File: src/rtl/maze_pkg.sv
// Shared definitions for the maze game display path: segment codes, digit count,
// saturation limit, conversion FSM states and the BCD-to-seven-segment decoder.
package maze_pkg;

  localparam int          NUM_DIGITS    = 4;
  localparam logic [15:0] STEPS_MAX_BCD = 16'd9999;

  // Cathode codes are {g,f,e,d,c,b,a}, active-low
  localparam logic [6:0] SEG_0     = 7'b1000000;
  localparam logic [6:0] SEG_1     = 7'b1111001;
  localparam logic [6:0] SEG_2     = 7'b0100100;
  localparam logic [6:0] SEG_3     = 7'b0110000;
  localparam logic [6:0] SEG_4     = 7'b0011001;
  localparam logic [6:0] SEG_5     = 7'b0010010;
  localparam logic [6:0] SEG_6     = 7'b0000010;
  localparam logic [6:0] SEG_7     = 7'b1111000;
  localparam logic [6:0] SEG_8     = 7'b0000000;
  localparam logic [6:0] SEG_9     = 7'b0010000;
  localparam logic [6:0] SEG_BLANK = 7'b1111111;

  typedef enum logic [1:0] {
    IDLE = 2'd0,
    CONV = 2'd1,
    DONE = 2'd2
  } conv_state_t;

  function automatic logic [6:0] seg7(input logic [3:0] digit);
    case (digit)
      4'd0:    seg7 = SEG_0;
      4'd1:    seg7 = SEG_1;
      4'd2:    seg7 = SEG_2;
      4'd3:    seg7 = SEG_3;
      4'd4:    seg7 = SEG_4;
      4'd5:    seg7 = SEG_5;
      4'd6:    seg7 = SEG_6;
      4'd7:    seg7 = SEG_7;
      4'd8:    seg7 = SEG_8;
      4'd9:    seg7 = SEG_9;
      default: seg7 = SEG_BLANK;
    endcase
  endfunction

endpackage

File: src/rtl/bin2bcd_seq.sv
// Iterative double-dabble: loads on start, one add-3/shift per cycle for 16 cycles,
// then publishes the four BCD digits in DONE.
module bin2bcd_seq
  import maze_pkg::*;
(
  input  logic        clk,
  input  logic        reset,
  input  logic        start,
  input  logic [15:0] bin,
  output logic        busy,
  output logic        done,
  output logic [15:0] bcd
);

  conv_state_t state;
  logic [31:0] shift;
  logic [4:0]  iter;

  // Upper 16 bits hold the BCD digits being built, lower 16 the remaining binary bits
  function automatic logic [31:0] dabble_step(input logic [31:0] s);
    logic [31:0] t;
    t = s;
    for (int d = 0; d < NUM_DIGITS; d++) begin
      if (t[16 + 4*d +: 4] >= 4'd5)
        t[16 + 4*d +: 4] = t[16 + 4*d +: 4] + 4'd3;
    end
    return {t[30:0], 1'b0};
  endfunction

  assign done = (state == DONE);

  always_ff @(posedge clk) begin
    if (!reset) begin
      state <= IDLE;
      shift <= '0;
      iter  <= '0;
      busy  <= 1'b0;
      bcd   <= '0;
    end else begin
      case (state)
        IDLE: begin
          if (start) begin
            shift <= {16'd0, bin};
            iter  <= '0;
            busy  <= 1'b1;
            state <= CONV;
          end
        end
        CONV: begin
          shift <= dabble_step(shift);
          iter  <= iter + 5'd1;
          if (iter == 5'd15)
            state <= DONE;
        end
        DONE: begin
          bcd   <= shift[31:16];
          busy  <= 1'b0;
          state <= IDLE;
        end
        default: begin
          busy  <= 1'b0;
          state <= IDLE;
        end
      endcase
    end
  end

endmodule

File: src/rtl/steps_seg_display.sv
// Step-count display: captures and saturates the step count, converts it to BCD,
// and scans it onto a 4-digit multiplexed seven-segment display with blanking and blink.
module steps_seg_display
  import maze_pkg::*;
#(
  parameter int REFRESH_DIV = 100000,
  parameter int BLINK_DIV   = 25000000,
  parameter bit BLANK_LZ    = 1'b1
) (
  input  logic        clk,
  input  logic        reset,
  input  logic [15:0] steps,
  input  logic        finish,
  output logic [3:0]  an,
  output logic [6:0]  seg,
  output logic        dp,
  output logic        busy
);

  localparam int RW = $clog2(REFRESH_DIV);
  localparam int BW = $clog2(BLINK_DIV);
  localparam logic [RW-1:0] REFRESH_LAST = RW'(REFRESH_DIV - 1);
  localparam logic [BW-1:0] BLINK_LAST   = BW'(BLINK_DIV - 1);

  logic [15:0]   last_steps;
  logic          ovf_nxt;
  logic          ovf_q;
  logic [15:0]   bcd_q;
  logic          start;
  logic          done;
  logic [15:0]   sat_steps;
  logic [RW-1:0] refresh_cnt;
  logic [1:0]    digit_idx;
  logic [BW-1:0] blink_cnt;
  logic          blink_on;
  logic [3:0]    cur_digit;
  logic [3:0]    lead_blank;

  // A new value is only taken while the converter is idle; changes during a conversion wait
  assign start     = !busy && (steps != last_steps);
  assign sat_steps = (steps > STEPS_MAX_BCD) ? STEPS_MAX_BCD : steps;

  bin2bcd_seq u_bin2bcd (
    .clk   (clk),
    .reset (reset),
    .start (start),
    .bin   (sat_steps),
    .busy  (busy),
    .done  (done),
    .bcd   (bcd_q)
  );

  always_ff @(posedge clk) begin
    if (!reset) begin
      last_steps <= '0;
      ovf_nxt    <= 1'b0;
      ovf_q      <= 1'b0;
    end else begin
      if (start) begin
        last_steps <= steps;
        ovf_nxt    <= (steps > STEPS_MAX_BCD);
      end
      if (done)
        ovf_q <= ovf_nxt;
    end
  end

  always_ff @(posedge clk) begin
    if (!reset) begin
      refresh_cnt <= '0;
      digit_idx   <= '0;
    end else if (refresh_cnt == REFRESH_LAST) begin
      refresh_cnt <= '0;
      digit_idx   <= digit_idx + 2'd1;
    end else begin
      refresh_cnt <= refresh_cnt + RW'(1);
    end
  end

  always_ff @(posedge clk) begin
    if (!reset) begin
      blink_cnt <= '0;
      blink_on  <= 1'b1;
    end else if (!finish) begin
      blink_cnt <= '0;
      blink_on  <= 1'b1;
    end else if (blink_cnt == BLINK_LAST) begin
      blink_cnt <= '0;
      blink_on  <= ~blink_on;
    end else begin
      blink_cnt <= blink_cnt + BW'(1);
    end
  end

  // A digit is a leading zero when it and every more-significant digit are zero
  always_comb begin
    cur_digit     = bcd_q[4*digit_idx +: 4];
    lead_blank    = 4'b0000;
    lead_blank[3] = (bcd_q[15:12] == 4'd0);
    lead_blank[2] = lead_blank[3] && (bcd_q[11:8] == 4'd0);
    lead_blank[1] = lead_blank[2] && (bcd_q[7:4] == 4'd0);
  end

  always_ff @(posedge clk) begin
    if (!reset) begin
      an  <= 4'b1111;
      seg <= SEG_BLANK;
      dp  <= 1'b1;
    end else begin
      an  <= blink_on ? ~(4'b0001 << digit_idx) : 4'b1111;
      seg <= (BLANK_LZ && lead_blank[digit_idx]) ? SEG_BLANK : seg7(cur_digit);
      dp  <= ~ovf_q;
    end
  end

endmodule

File: config.mk
export PLATFORM = sky130hd
export DESIGN_NAME = steps_seg_display
export DESIGN_NICKNAME = d
export VERILOG_FILES = /design/src/rtl/maze_pkg.sv /design/src/rtl/bin2bcd_seq.sv /design/src/rtl/steps_seg_display.sv
export SDC_FILE = /design/constraint.sdc
export NUM_CORES = 1
export LEC_CHECK = 0
export CAP_MARGIN = 20
export CORE_MARGIN = 2
export CORE_UTILIZATION = 40
export DETAILED_ROUTE_END_ITERATION = 7
export MAX_ROUTING_LAYER = met4
export PLACE_DENSITY = 0.57
export SLEW_MARGIN = 20
export SYNTH_ARGS = -nofsm -noshare
export SYNTH_HDL_FRONTEND = slang
export SYNTH_HIERARCHICAL = 1
export SYNTH_SLANG_ARGS = --single-unit
File: constraint.sdc
create_clock -name clk -period 2.5 [get_ports clk]
set_input_delay 0.5 -clock clk [delete_from_list [all_inputs] [get_ports clk]]
set_output_delay 0.5 -clock clk [all_outputs]
set_load 0.03 [all_outputs]
==> metrics.csv <==
metric,value,unit
Peak VDD IR,0.6217,mV
data arrival time of the critical path,2640,ps
async set or reset register ratio after synthesis,0,%
P per Cell Area,695.9,nW/um^2
Syn-to-layout area delta,19.37,%
Syn Inst Count,710,
Clock Power Share,48.7,%
WL final,13460,um
crit share post-route,91.73,%
Avg WL per Cell,14.05,um
actual slew at the worst max-slew pin,517.3,ps
Critical Path Sink Type,flop,
GPL Wtd Cong,0.8051,
antenna-violating nets left,0,
Pre-antenna DRT Iters,4,
initial antenna violation count,0,
vias in the first global route,4846,
Worst slew margin,65.52,%
DP HPWL,9544,um
crit path time final,2293,ps
ratio of cells with drive above 1 in the final layout,12.09,%
complex-gate fraction of the synthesized area,12.67,%
Post-Synth Adder-Cell Area,4.237,%
worst hold path type,reg2reg,
IO buf count,31,
Final Non-Filler Cells,958,
synthesized area,6201,um^2
via count,5049,
"Hold Vio Cnt, Final",0,
Ports,32,
Via density,5.270,
Rows,45,
Seq cells post-synth,131,
H-tree levels,4,
most frequent CP cell,or4_1,
worst skew pair latency,420,ps
clk root buf,clkbuf_16,
Yosys warning count,6,
max-cap viol count,0,
outcome,finished clean,
post-CTS setup repair buffer count,0,
initial core utilization,40.79,%
final setup fails,0,
multiplexer area fraction after synthesis,5.912,%
Worst path max stage delay,740,ps
Total GRT Usage,17.60,%
Synth cell types,54,
CTS Sinks,131,
Total Neg Setup Slack,0,ps
maximum number of pins on one net before global-route repair,56,
clock skew,8.358,ps
CP max-delay cell,or4_1,
Placed Cells incl. Taps,927,
main flop type after synthesis,dfxtp_1,
XOR/XNOR share of the synthesized area,6.356,%
LEAKAGE,0.002741,uW
critical path class,reg2reg,
Final Instance Area,7402,um^2
syn_area_per_cell,8.734,um^2
Max Freq,436.1,MHz
remaining global-route overflow,0,
Net Switching,1165,uW
Comb pwr share,8.1,%
clock tree from TritonCTS,yes,
simple-gate share of the synthesized area,23.49,%
first-pass GRT wire length,22630,um
Die ar.,16510,um^2
RSZ-0062 raised after global routing,false,
fill count,1446,
part of the power in registers,43.1,%
CORE AREA,15200,um^2
DRT iter0 DRCs,224,
"Max FO, Critical Path",13,
Max Transition Viols Final,0,
Net Sw Frac,22.61,%
DIE HEIGHT,128.5,um
Num CTS Buffers,17,
Post-synth EDFFs,0,
sequential share of the synthesized area,42.29,%
largest family of logic cells by synthesized area,simple AND/OR/NAND/NOR gates,
Int Pwr,3986,uW
Worst Path Required,2840,ps
crit-path cells,ha_1 > nand2_1 > or4_1 > or4_1 > a21oi_1,
post-cts resize count,0,
Nets,798,
CTS Hold Bufs,0,
Placed Area,6800,um^2
Die W,128.5,um
Clock Path Buffers,2,
Critical Path Source Type,flop,
"CTS clk-pin slew, worst paths",60,ps
Remaining DRCs,0,
## metrics by stage
step | utilization [%] | setup WS, ps | hold WS, ps | total power (uW)
final | 48.69 | 206.7 | 380.6 | 5151
after floorplan | - | 145.1 | 357.3 | 2541
after global routing | 48.67 | 100.9 | 403.6 | 5356
after CTS | 48.67 | 179.4 | 383.9 | 5213
after detailed placement | 44.73 | -152.2 | 366.1 | 2687
after global placement | 44.73 | -57.66 | 371.6 | 2675
## state kept, by name, summed over array words and instances, names as in the netlist
register and flops:
u_bin2bcd/shift 32, u_bin2bcd/iter 5, u_bin2bcd/state 2, u_bin2bcd/busy 1, seg 7, ovf_q 1
an 4, blink_cnt 25, refresh_cnt 17, ovf_nxt 1, blink_on 1, last_steps 16
u_bin2bcd/bcd 16, dp 1, digit_idx 2
## layer usage
metal | wire, um | part of all wire [%] | vias up | global-route usage (%)
li1 | - | - | 2563 | -
met1 | 6480 | 48 | 2399 | 21.70
met2 | 6350 | 47 | 66 | 28.04
met3 | 392 | 2.9 | 21 | 4.366
met4 | 236 | 1.8 | 0 | 6.522
met5 | 0 | 0 | - | -
## layout make-up
| type | instances | area [um^2] | share of cell area, % |
|---|---|---|---|
| Inverter | 33 | 123.9 | 1.673 |
| Antenna cell | 1 | 2.502 | 0.03381 |
| Timing Repair Buffer | 62 | 538.0 | 7.268 |
| Clock inverter | 9 | 128.9 | 1.741 |
| Clock buffer | 21 | 470.5 | 6.356 |
| Multi-Input combinational cell | 513 | 3281 | 44.32 |
| Sequential cell | 131 | 2623 | 35.43 |
| Tap cell | 188 | 235.2 | 3.178 |
## cell usage in the layout (no fill, tap or decap), types with 4 or more instances in the layout
cell             count
dfxtp_1            131
nand2_1             99
nor2_1              66
inv_1               32
o21ai_0             32
buf_4               31
clkdlybuf4s50_1     30
xor2_1              27
nand3_1             26
a21oi_1             25
mux2i_1             22
ha_1                21
xnor2_1             18
a21boi_0            18
clkbuf_16           17
o221ai_1            15
o31ai_1             13
or2_2               12
or3_1               12
nor4_1              11
nand4_1             10
or4_1               10
nor2b_1              9
nor3_1               7
and3_1               5
mux2_2               5
nand2b_1             5
mux4_2               4
o21ai_1              4
and2_1               4
a32oi_1              4
## logic make-up after synthesis
| family | Yosys count |
|---|---|
| xor gates and xnor gates | 45 |
| adders and majority gates | 21 |
| AOI/OAI and AO/OA | 120 |
| DFF | 131 |
| other | 1 |
| buffers and inverters | 67 |
| and+or+nand+nor | 294 |
| muxes | 31 |
## power groups by stage
stage	clock [uW]	combinational (uW)	sequential (uW)
floorplan	0	272	2270
global placement	0	411	2260
detailed placement	0	420	2270
CTS	2570	423	2220
global route	2660	461	2230
finish	2510	419	2220
## path summary, 6_finish.rpt
check,from,end,slack [ps],depth (start not counted)
worst max-delay path,blink_cnt[0],blink_cnt[24],210,5
worst min-delay path,ovf_q,dp,380,1
worst max register to register,blink_cnt[0],blink_cnt[24],210,5
worst min register to register,ovf_q,dp,380,1
## synthesized netlist by cell type, drive strengths merged, types with 13 or more instances
cell    instances  area share, %
clkbuf         16           0.97
xor2           27            3.8
nand2         100            6.1
xnor2          18            2.5
dfxtp         131             42
nor2           66            4.0
a21boi         18            2.2
mux2i          22            3.6
nand3          28            2.5
o221ai         15            2.1
buf            18            2.0
inv            32            1.9
ha             21            4.2
o21ai          36            2.9
o31ai          13            1.6
a21oi          26            2.2
## critical path: cells and delay by family, from the launching register on
family	cells	cell delay, ps
AND/OR/NAND/NOR	3	1440
flip-flops	1	390
adder cells (fa/ha/maj)	1	230
AO/OA/AOI/OAI	1	160
(Power assumes the default switching activity.)
